--- src/rtl/bus_arbiter.sv ---
// bus_arbiter: shares one bus between instruction fetch and data cycles, data first, big-endian lanes.
// Requesters hold *_req until their *_valid pulse; `define BUS_ALIGN_CHECK_EN rejects misaligned data cycles.
module bus_arbiter #(
  parameter int ADDR_WIDTH = 32
) (
  input  logic                  clock,
  input  logic                  reset,
  input  logic                  fetch_req,
  input  logic [ADDR_WIDTH-1:0] fetch_address,
  output logic [31:0]           fetch_data,
  output logic                  fetch_valid,
  input  logic                  data_req,
  input  logic                  data_read,
  input  logic                  data_write,
  input  logic [1:0]            data_width,
  input  logic [ADDR_WIDTH-1:0] data_address,
  input  logic [31:0]           data_wdata,
  output logic [31:0]           data_rdata,
  output logic                  data_valid,
  output logic                  stall,
  output logic [ADDR_WIDTH-3:0] bus_address,
  output logic [31:0]           bus_data_out,
  input  logic [31:0]           bus_data_in,
  output logic [3:0]            bus_strobes,
  output logic                  bus_read,
  output logic                  bus_write,
  input  logic                  bus_ready,
  output logic                  bus_error
);
  typedef enum logic [1:0] {IDLE, FETCH, DATA} state_t;
  state_t state_q, state_d;
  logic err_q, err_d, bus_read_q, bus_read_d, bus_write_q, bus_write_d;
  logic fetch_valid_q, fetch_valid_d, data_valid_q, data_valid_d, bus_error_q, bus_error_d;
  logic [ADDR_WIDTH-3:0] bus_address_q, bus_address_d;
  logic [31:0] bus_data_out_q, bus_data_out_d, fetch_data_q, fetch_data_d, data_rdata_q, data_rdata_d;
  logic [3:0] bus_strobes_q, bus_strobes_d;
  logic dreq, freq, arb, done, bad, wr, unused_fetch_lo;
  logic [1:0] w_eff, lo;
  logic [3:0] strb;
  logic [31:0] wrep, rd;
  // the request being completed (or just answered) is not eligible for re-grant
  assign dreq = data_req && !data_valid_q && state_q != DATA;
  assign freq = fetch_req && !fetch_valid_q && state_q != FETCH;
  assign done = (state_q == FETCH && bus_ready) || (state_q == DATA && (bus_ready || err_q));
  assign arb = state_q == IDLE || done;
  assign wr = data_write && !data_read;
  assign w_eff = data_width == 2'b11 ? 2'b00 : data_width;
  assign lo = w_eff == 2'b10 ? data_address[1:0] : w_eff == 2'b01 ? {data_address[1], 1'b0} : 2'b00;
  assign strb = w_eff == 2'b10 ? 4'b1000 >> lo : w_eff == 2'b01 ? (lo[1] ? 4'b0011 : 4'b1100) : 4'b1111;
  assign wrep = w_eff == 2'b10 ? {4{data_wdata[7:0]}} : w_eff == 2'b01 ? {2{data_wdata[15:0]}} : data_wdata;
  assign unused_fetch_lo = ^fetch_address[1:0];
`ifdef BUS_ALIGN_CHECK_EN
  assign bad = data_width == 2'b11 || (data_width == 2'b01 && data_address[0]) ||
               (data_width == 2'b00 && data_address[1:0] != 2'b00);
`else
  assign bad = 1'b0;
`endif
  // rejected cycles carry no strobes, so they extract to zero
  assign rd = bus_strobes_q == 4'b1111 ? bus_data_in :
              bus_strobes_q == 4'b1100 ? {16'h0, bus_data_in[31:16]} :
              bus_strobes_q == 4'b0011 ? {16'h0, bus_data_in[15:0]} :
              bus_strobes_q == 4'b1000 ? {24'h0, bus_data_in[31:24]} :
              bus_strobes_q == 4'b0100 ? {24'h0, bus_data_in[23:16]} :
              bus_strobes_q == 4'b0010 ? {24'h0, bus_data_in[15:8]} :
              bus_strobes_q == 4'b0001 ? {24'h0, bus_data_in[7:0]} : 32'h0;
  assign stall = (data_req && !data_valid_q) || state_q == DATA;
  assign {fetch_data, fetch_valid, data_rdata, data_valid} = {fetch_data_q, fetch_valid_q, data_rdata_q, data_valid_q};
  assign {bus_address, bus_data_out, bus_strobes} = {bus_address_q, bus_data_out_q, bus_strobes_q};
  assign {bus_read, bus_write, bus_error} = {bus_read_q, bus_write_q, bus_error_q};
  always_ff @(posedge clock or posedge reset)
    if (reset) state_q <= IDLE;
    else state_q <= state_d;
  always_comb state_d = arb ? (dreq ? DATA : freq ? FETCH : IDLE) : state_q;
  always_comb begin
    err_d = err_q;
    bus_read_d = bus_read_q;
    bus_write_d = bus_write_q;
    bus_address_d = bus_address_q;
    bus_data_out_d = bus_data_out_q;
    bus_strobes_d = bus_strobes_q;
    fetch_data_d = fetch_data_q;
    data_rdata_d = data_rdata_q;
    fetch_valid_d = done && state_q == FETCH;
    data_valid_d = done && state_q == DATA;
    bus_error_d = done && state_q == DATA && err_q;
    if (done) begin
      bus_read_d = 1'b0;
      bus_write_d = 1'b0;
      bus_strobes_d = 4'b0000;
      fetch_data_d = state_q == FETCH ? bus_data_in : fetch_data_q;
      data_rdata_d = state_q == DATA ? rd : data_rdata_q;
    end
    if (arb && dreq) begin
      err_d = bad;
      bus_read_d = !bad && !wr;
      bus_write_d = !bad && wr;
      bus_address_d = data_address[ADDR_WIDTH-1:2];
      bus_data_out_d = wrep;
      bus_strobes_d = bad ? 4'b0000 : strb;
    end else if (arb && freq) begin
      err_d = 1'b0;
      bus_read_d = 1'b1;
      bus_write_d = 1'b0;
      bus_address_d = fetch_address[ADDR_WIDTH-1:2];
      bus_strobes_d = 4'b1111;
    end
  end
  always_ff @(posedge clock or posedge reset)
    if (reset) begin
      err_q <= 1'b0;
      bus_read_q <= 1'b0;
      bus_write_q <= 1'b0;
      bus_address_q <= '0;
      bus_data_out_q <= '0;
      bus_strobes_q <= '0;
      fetch_data_q <= '0;
      data_rdata_q <= '0;
      fetch_valid_q <= 1'b0;
      data_valid_q <= 1'b0;
      bus_error_q <= 1'b0;
    end else begin
      err_q <= err_d;
      bus_read_q <= bus_read_d;
      bus_write_q <= bus_write_d;
      bus_address_q <= bus_address_d;
      bus_data_out_q <= bus_data_out_d;
      bus_strobes_q <= bus_strobes_d;
      fetch_data_q <= fetch_data_d;
      data_rdata_q <= data_rdata_d;
      fetch_valid_q <= fetch_valid_d;
      data_valid_q <= data_valid_d;
      bus_error_q <= bus_error_d;
    end
endmodule

--- config.mk ---
export PLATFORM = sky130hd
export DESIGN_NAME = bus_arbiter
export DESIGN_NICKNAME = d
export VERILOG_FILES = /design/src/rtl/bus_arbiter.sv
export SDC_FILE = /design/constraint.sdc
export NUM_CORES = 1
export LEC_CHECK = 0
export BUFFER_PORTS_ARGS = -buffer_cell sky130_fd_sc_hd__buf_2
export CAP_MARGIN = 20
export CORE_MARGIN = 1.5
export CORE_UTILIZATION = 50
export CTS_CLUSTER_SIZE = 12
export DETAILED_ROUTE_END_ITERATION = 7
export GPL_ROUTABILITY_DRIVEN = 0
export PLACE_DENSITY = 0.83
export SYNTH_ARGS = -nofsm -noshare
export SYNTH_HDL_FRONTEND = slang
export SYNTH_SLANG_ARGS = --single-unit
--- constraint.sdc ---
create_clock -name clock -period 10.1 [get_ports clock]
set_input_delay 0.505 -clock clock [delete_from_list [all_inputs] [get_ports clock]]
set_output_delay 0.505 -clock clock [all_outputs]
set_load 0.05 [all_outputs]
**Yosys cells after proc, flatten, opt, wreduce, memory -nomap -nowiden**

Cells that the tools add are included.
Widths: inputs -> output; s select.

- Register bits after elaboration: 138

- Multiplexer cells: 29
- Reduce and logical (&&, ||, !) cells: 25
- Equal/unequal tests: 14
- Shifts and indexed selects: 1

Operators by type and width:

| kind | count |
|---|---|
| $mux 32 | 3 |
| $mux 30 | 2 |
| $mux 16 | 2 |
| $mux 8 | 4 |
| $mux 4 | 6 |
| $eq 4x4->1 const B | 3 |
| $logic_and 1x1->1 | 12 |
| $eq 4x2->1 const B | 2 |
| $mux 1 | 8 |
| $mux 2 | 4 |
| $eq 2x2->1 const B | 3 |
| $eq 2x1->1 const B | 2 |
| $eq 4x1->1 const B | 1 |
| $eq 4x3->1 const B | 1 |
| $logic_not 1->1 | 4 |
| $logic_or 1x1->1 | 4 |
| $reduce_and 2->1 | 2 |
| $shr 4x2->4 const A | 1 |
| $reduce_bool 3->1 | 1 |
| $logic_not 2->1 | 1 |
| $ne 2x1->1 const B | 1 |
| $ne 2x2->1 const B | 1 |
| $reduce_bool 2->1 | 1 |

**Depth between registers and ports, before layout**

- Depth after elaboration: 9
- Mapped depth: 7
- Depth with buffers taken out: 5

**Worst setup path before layout**

No wires, ideal clock.

- Kind: reg2out
- Start: register state_q[1]
- End: output port stall
- Buffers on the path: 0
- Slack: 8,051 ps
- Arrival: 1,544 ps
- Stages on the path, launching flop included: 3
- Data required time: 9,595 ps
- Cell sequence: dfrtp_1 -> inv_1 -> o21ai_0

- Cells in the longest elaborated chain, start to end: 2

RTL lines:

| element | line | RTL |
|---|---|---|
| start: declaration | 31 | `state_t state_q, state_d;` |
| start signal: assignment | 72 | `else state_q <= state_d;` |
| $eq 2x2->1 | 66 | `assign stall = (data_req && !data_valid_q) \|\| state_q == DATA;` |
| $logic_or 1x1->1 | 66 |  |
| end: declaration | 20 | `output logic stall,` |

No other way between the ends.

**Worst setup path in the final report**

- Start: register bus_strobes_q[2], in the netlist bus_strobes[2]
- End: register data_rdata_q[22], in the netlist data_rdata[22]

- Cells in the longest elaborated chain, start to end: 2

RTL lines:

| element | line | RTL |
|---|---|---|
| start: declaration | 36 | `logic [3:0] bus_strobes_q, bus_strobes_d;` |
| start signal: assignment | 127 | `bus_strobes_q <= bus_strobes_d;` |
| $eq 4x4->1 | 59 | `assign rd = bus_strobes_q == 4'b1111 ? bus_data_in :` |
| $mux 32 | 59 |  |
| end signal: assignment | 129 | `data_rdata_q <= data_rdata_d;` |
| end: declaration | 35 | `logic [31:0] bus_data_out_q, bus_data_out_d, fetch_data_q, fetch_data_d, data_rdata_q, data_rdata_d;` |

No other way between the ends.
A chain may end at the register's enable or synchronous reset.

==> impl_metrics.xml <==
<?xml version="1.0" encoding="UTF-8"?>
<metrics>
  <group name="synthesis">
    <metric name="avgSynthCellArea" unit="um2">10.5</metric>
    <metric name="netlist_area_pre_place" unit="um2">6420</metric>
    <metric name="number_of_synthesized_register_bits" unit="">136</metric>
    <metric name="yosysTopAreaCell" unit="">dfrtp_1</metric>
    <metric name="synthSimpleGateAreaFrac" unit="">0.133</metric>
    <metric name="share_of_cell_area_taken_by_muxes_after_synthesis" unit="">0.154</metric>
    <metric name="synthArstFlopShare" unit="">1.00</metric>
    <metric name="netlist.area_leader.share" unit="">0.530</metric>
    <metric name="synth-seq-area-share" unit="">0.530</metric>
    <metric name="postSynthCellCount" unit="">614</metric>
    <metric name="synth_area_leaders" unit="">dfrtp_1 (53%), mux2i_1 (8.4%), mux2_2 (7.0%)</metric>
    <metric name="synth.lib_cells_used.distinct" unit="">42</metric>
    <metric name="synth_area_in_adders" unit="">0</metric>
    <metric name="yosysWarnings" unit="">0</metric>
    <metric name="synth-edff-count" unit="">0</metric>
    <metric name="main_synth_ff_type" unit="">dfrtp_1</metric>
    <metric name="synth_nets" unit="">751</metric>
    <metric name="dominant_combinational_cell_family_by_area_after_synthesis" unit="">multiplexers</metric>
    <metric name="share_of_the_synthesized_area_in_compound_gates_ao_oa_aoi_oai" unit="">0.144</metric>
    <metric name="synth_xor_xnor_area_share" unit="">0.00253</metric>
  </group>
  <group name="clock_tree">
    <metric name="cts_buf_count" unit="">17</metric>
    <metric name="clockRootBuffer" unit="">clkbuf_16</metric>
    <metric name="cts_buffer_depth" unit="">2</metric>
    <metric name="total_of_hold_buffers_inserted_after_clock_tree_synthesis" unit="">0</metric>
    <metric name="tritoncts_num_sinks" unit="">136</metric>
    <metric name="cts-htree-levels" unit="">4</metric>
    <metric name="post-cts-setup-buffer-count" unit="">0</metric>
    <metric name="post_cts_resized" unit="">0</metric>
    <metric name="clk_pin_slew_worst_paths" unit="ns">0.06</metric>
    <metric name="tritoncts_clock_tree" unit="">done</metric>
    <metric name="insertion_delay" unit="ns">0.42</metric>
  </group>
  <group name="route">
    <metric name="wl_met1" unit="mm">7.12</metric>
    <metric name="route.detailed.wl_per_inst" unit="um">17.3</metric>
    <metric name="firstDrtPassIters" unit="">5</metric>
    <metric name="drcViolationCount" unit="">0</metric>
    <metric name="antenna_violating_nets_post_route" unit="">0</metric>
    <metric name="met3RoutedLength" unit="mm">1.74</metric>
    <metric name="routed_wl" unit="mm">18.2</metric>
    <metric name="top_signal_layer_used" unit="">met4</metric>
    <metric name="first_iter_violations" unit="">354</metric>
    <metric name="dr_total_vias" unit="">5798</metric>
    <metric name="routed-wl-met2" unit="mm">8.91</metric>
    <metric name="vias_per_cell" unit="">5.51</metric>
  </group>
  <group name="critical_path">
    <metric name="cpPeakStageDelay" unit="ns">0.95</metric>
    <metric name="timing.critical_path.required" unit="ns">10.45</metric>
    <metric name="worstSetupPathType" unit="">reg2reg</metric>
    <metric name="crit_arrival" unit="ns">3.07</metric>
    <metric name="cp.depth" unit="">4</metric>
    <metric name="cp_cell_sequence" unit="">and2_1 &gt; nand3_1 &gt; nor2_2 &gt; a22o_1</metric>
    <metric name="crit_slowest_cell" unit="">dfrtp_1</metric>
    <metric name="critical_path.top_delay_family" unit="">simple AND/OR/NAND/NOR gates</metric>
    <metric name="worst_setup_start_kind" unit="">flip-flop</metric>
    <metric name="crit_fanout" unit="">24</metric>
    <metric name="worst-path-buf-inv" unit="">0</metric>
    <metric name="worstRegToRegCells" unit="">4</metric>
    <metric name="end_kind" unit="">flip-flop</metric>
  </group>
  <group name="place">
    <metric name="port_buffers" unit="">269</metric>
    <metric name="detailed_place_hpwl" unit="mm">12.8</metric>
  </group>
  <group name="power">
    <metric name="peakVddDrop" unit="uV">237</metric>
    <metric name="leakagePower" unit="nW">4.39</metric>
    <metric name="p_seq_frac" unit="">0.279</metric>
    <metric name="power_frac_clock" unit="">0.201</metric>
    <metric name="share_comb_of_total_power" unit="">0.520</metric>
    <metric name="finalPower" unit="mW">3.44</metric>
    <metric name="p_sw" unit="mW">1.72</metric>
    <metric name="power.switching_fraction" unit="">0.500</metric>
    <metric name="power-per-cell-area" unit="nW/um2">404</metric>
    <metric name="p_int" unit="mW">1.72</metric>
  </group>
  <group name="timing">
    <metric name="timing.final.max_slew_violations" unit="">0</metric>
    <metric name="finalSetupViolations" unit="">0</metric>
    <metric name="worst_margin_pin_slew" unit="ns">0.931</metric>
    <metric name="slew-limit-headroom" unit="">0.379</metric>
    <metric name="final_hold_viols" unit="">0</metric>
    <metric name="finalSetupTns" unit="ns">0</metric>
    <metric name="max_freq" unit="MHz">368</metric>
    <metric name="fin_worst_skew" unit="ns">0.00728</metric>
    <metric name="min_period_over_period" unit="">0.269</metric>
    <metric name="grt_setup_unrepaired" unit="">false</metric>
    <metric name="layout_min_cycle_time" unit="ns">2.72</metric>
  </group>
  <group name="outcome">
    <metric name="status" unit="">complete, no violations</metric>
  </group>
  <group name="finish">
    <metric name="drive_above_1_share" unit="">0.407</metric>
    <metric name="final_net_count" unit="">1003</metric>
    <metric name="area_of_combinational_cells_with_multiple_inputs" unit="um2">2800</metric>
    <metric name="flow.area_growth_from_synthesis" unit="%">32.7</metric>
    <metric name="final_util" unit="">0.678</metric>
    <metric name="layout.filler_cells" unit="">977</metric>
    <metric name="regArea" unit="um2">3400</metric>
  </group>
  <group name="floorplanning">
    <metric name="die_w" unit="um">116</metric>
    <metric name="coreArea" unit="um2">12600</metric>
    <metric name="floorplan.initialDensity" unit="">0.511</metric>
    <metric name="floorplan.die_area" unit="um2">13500</metric>
    <metric name="floorplan_row_count" unit="">41</metric>
    <metric name="dieHeight" unit="um">116</metric>
    <metric name="ioPinCount" unit="">273</metric>
  </group>
  <group name="global_route">
    <metric name="grt_overflow" unit="">0</metric>
    <metric name="grt_max_degree" unit="">86</metric>
    <metric name="grt_pass1_wl" unit="mm">28.0</metric>
    <metric name="via_count_of_the_first_global_routing_pass" unit="">5465</metric>
    <metric name="overall_fraction_of_global_route_tracks_in_use" unit="">0.274</metric>
    <metric name="grt_antenna_before_repair" unit="">1</metric>
  </group>
  <group name="hold_path">
    <metric name="worstHoldPathType" unit="">in2async</metric>
  </group>
  <group name="flow_run">
    <metric name="max_cap_check_violation_count" unit="">0</metric>
  </group>
</metrics>
==> layout by cell type, fill, tap and decap left out, types with 2 or more instances in the layout <==
cell type / n
buf_2: 269
dfrtp_1: 136
nand2_1: 109
o21ai_0: 66
mux2i_1: 54
nor2_1: 46
mux2_2: 40
clkbuf_16: 17
a22o_1: 16
a31oi_1: 9
a21oi_1: 9
nor4bb_1: 8
a211oi_1: 8
nor4_1: 8
o221ai_1: 8
a2bb2oi_1: 8
a221oi_1: 8
buf_4: 7
inv_1: 5
a221o_1: 5
bufinv_16: 5
nand2b_1: 3
nor2b_1: 3
clkbuf_8: 3
nor3b_2: 2
and2_1: 2
nand3_1: 2
inv_6: 2
clkinvlp_4: 2
clkinv_2: 2
==> cell usage after synthesis, types with 5 or more instances <==
cell type  instances
mux2_2            40
dfrtp_1          136
buf_2             13
mux2i_1           54
a31oi_1            9
a2bb2oi_1          8
a21oi_1            9
a22o_1            16
o21ai_0           66
a211oi_1           8
nor4_1             8
a221oi_1           8
nor2_1            46
a221o_1            5
nand2_1          109
o221ai_1           8
inv_1              6
clkbuf_1          23
nor4bb_1           8
==> layout make-up <==
cell class                      count  area share
Sequential cell                   136       0.399
Multi-Input combinational cell    427       0.328
Timing Repair Buffer              277       0.165
Clock buffer                       21      0.0552
Tap cell                          172      0.0252
Clock inverter                     11      0.0226
Inverter                            7     0.00367
Antenna cell                        1    0.000294
==> routing by layer <==
| layer | global-route usage | up-vias |
|---|---|---|
| met3 | 0.102 | 43 |
| met4 | 0.101 | 0 |
| li1 | - | 2693 |
| met5 | 0 | - |
| met2 | 0.453 | 297 |
| met1 | 0.328 | 2765 |
==> kinds of logic (layout without fill, tap and decap cells) <==
family,Yosys count,after routing
flops,136,136
other cells,1,2
mux,94,94
compound gates,141,141
xor+xnor,1,1
simple gates,190,190
buf+inv,51,316
==> metrics by stage <==
stage               instances  area (um2)  hold WS [ns]  worst slack (ns)
CTS                      1050        8510         0.248              7.43
global route             1052        8520         0.281              7.24
finish                   1052        8520         0.221              7.38
global placement         1018        7850         0.456              7.47
detailed placement       1018        7850         0.460              7.46
floorplan                 614        6420         0.561              5.96
==> flip-flops by register name, summed over array words and instances, names as in the netlist <==
register	cells
bus_read	1
state_q	2
data_rdata	32
bus_strobes	4
fetch_valid	1
bus_address	30
bus_data_out	32
data_valid	1
fetch_data	32
bus_write	1
==> path summary, 6_finish.rpt <==
path / end / startpoint / slack [ns]
worst max-delay path: data_rdata[22]$_DFFE_PP0P_ / bus_strobes[2]$_DFFE_PP0P_ / 7.38
worst min-delay path: bus_address[14]$_DFFE_PP0P_ / reset / 0.22
worst max register to register: data_rdata[22]$_DFFE_PP0P_ / bus_strobes[2]$_DFFE_PP0P_ / 7.38
worst min register to register: bus_data_out[8]$_DFFE_PP0P_ / bus_data_out[8]$_DFFE_PP0P_ / 0.47
max in group asynchronous: fetch_data[12]$_DFFE_PP0P_ / reset / 8.67
min in group clock: bus_address[0]$_DFFE_PP0P_ / data_address[2] / 0.29
==> power groups by stage <==
stage | combinational, mW | clock [mW] | sequential [mW]
2_1_floorplan | 0.563 | 0 | 1.77
3_3_place_gp | 1.77 | 0 | 0.952
3_5_place_dp | 1.79 | 0 | 0.962
4_1_cts | 1.80 | 0.698 | 0.960
5_1_grt | 1.90 | 0.724 | 0.996
6_report | 1.79 | 0.692 | 0.962
Power figures use the tool's default switching activity.
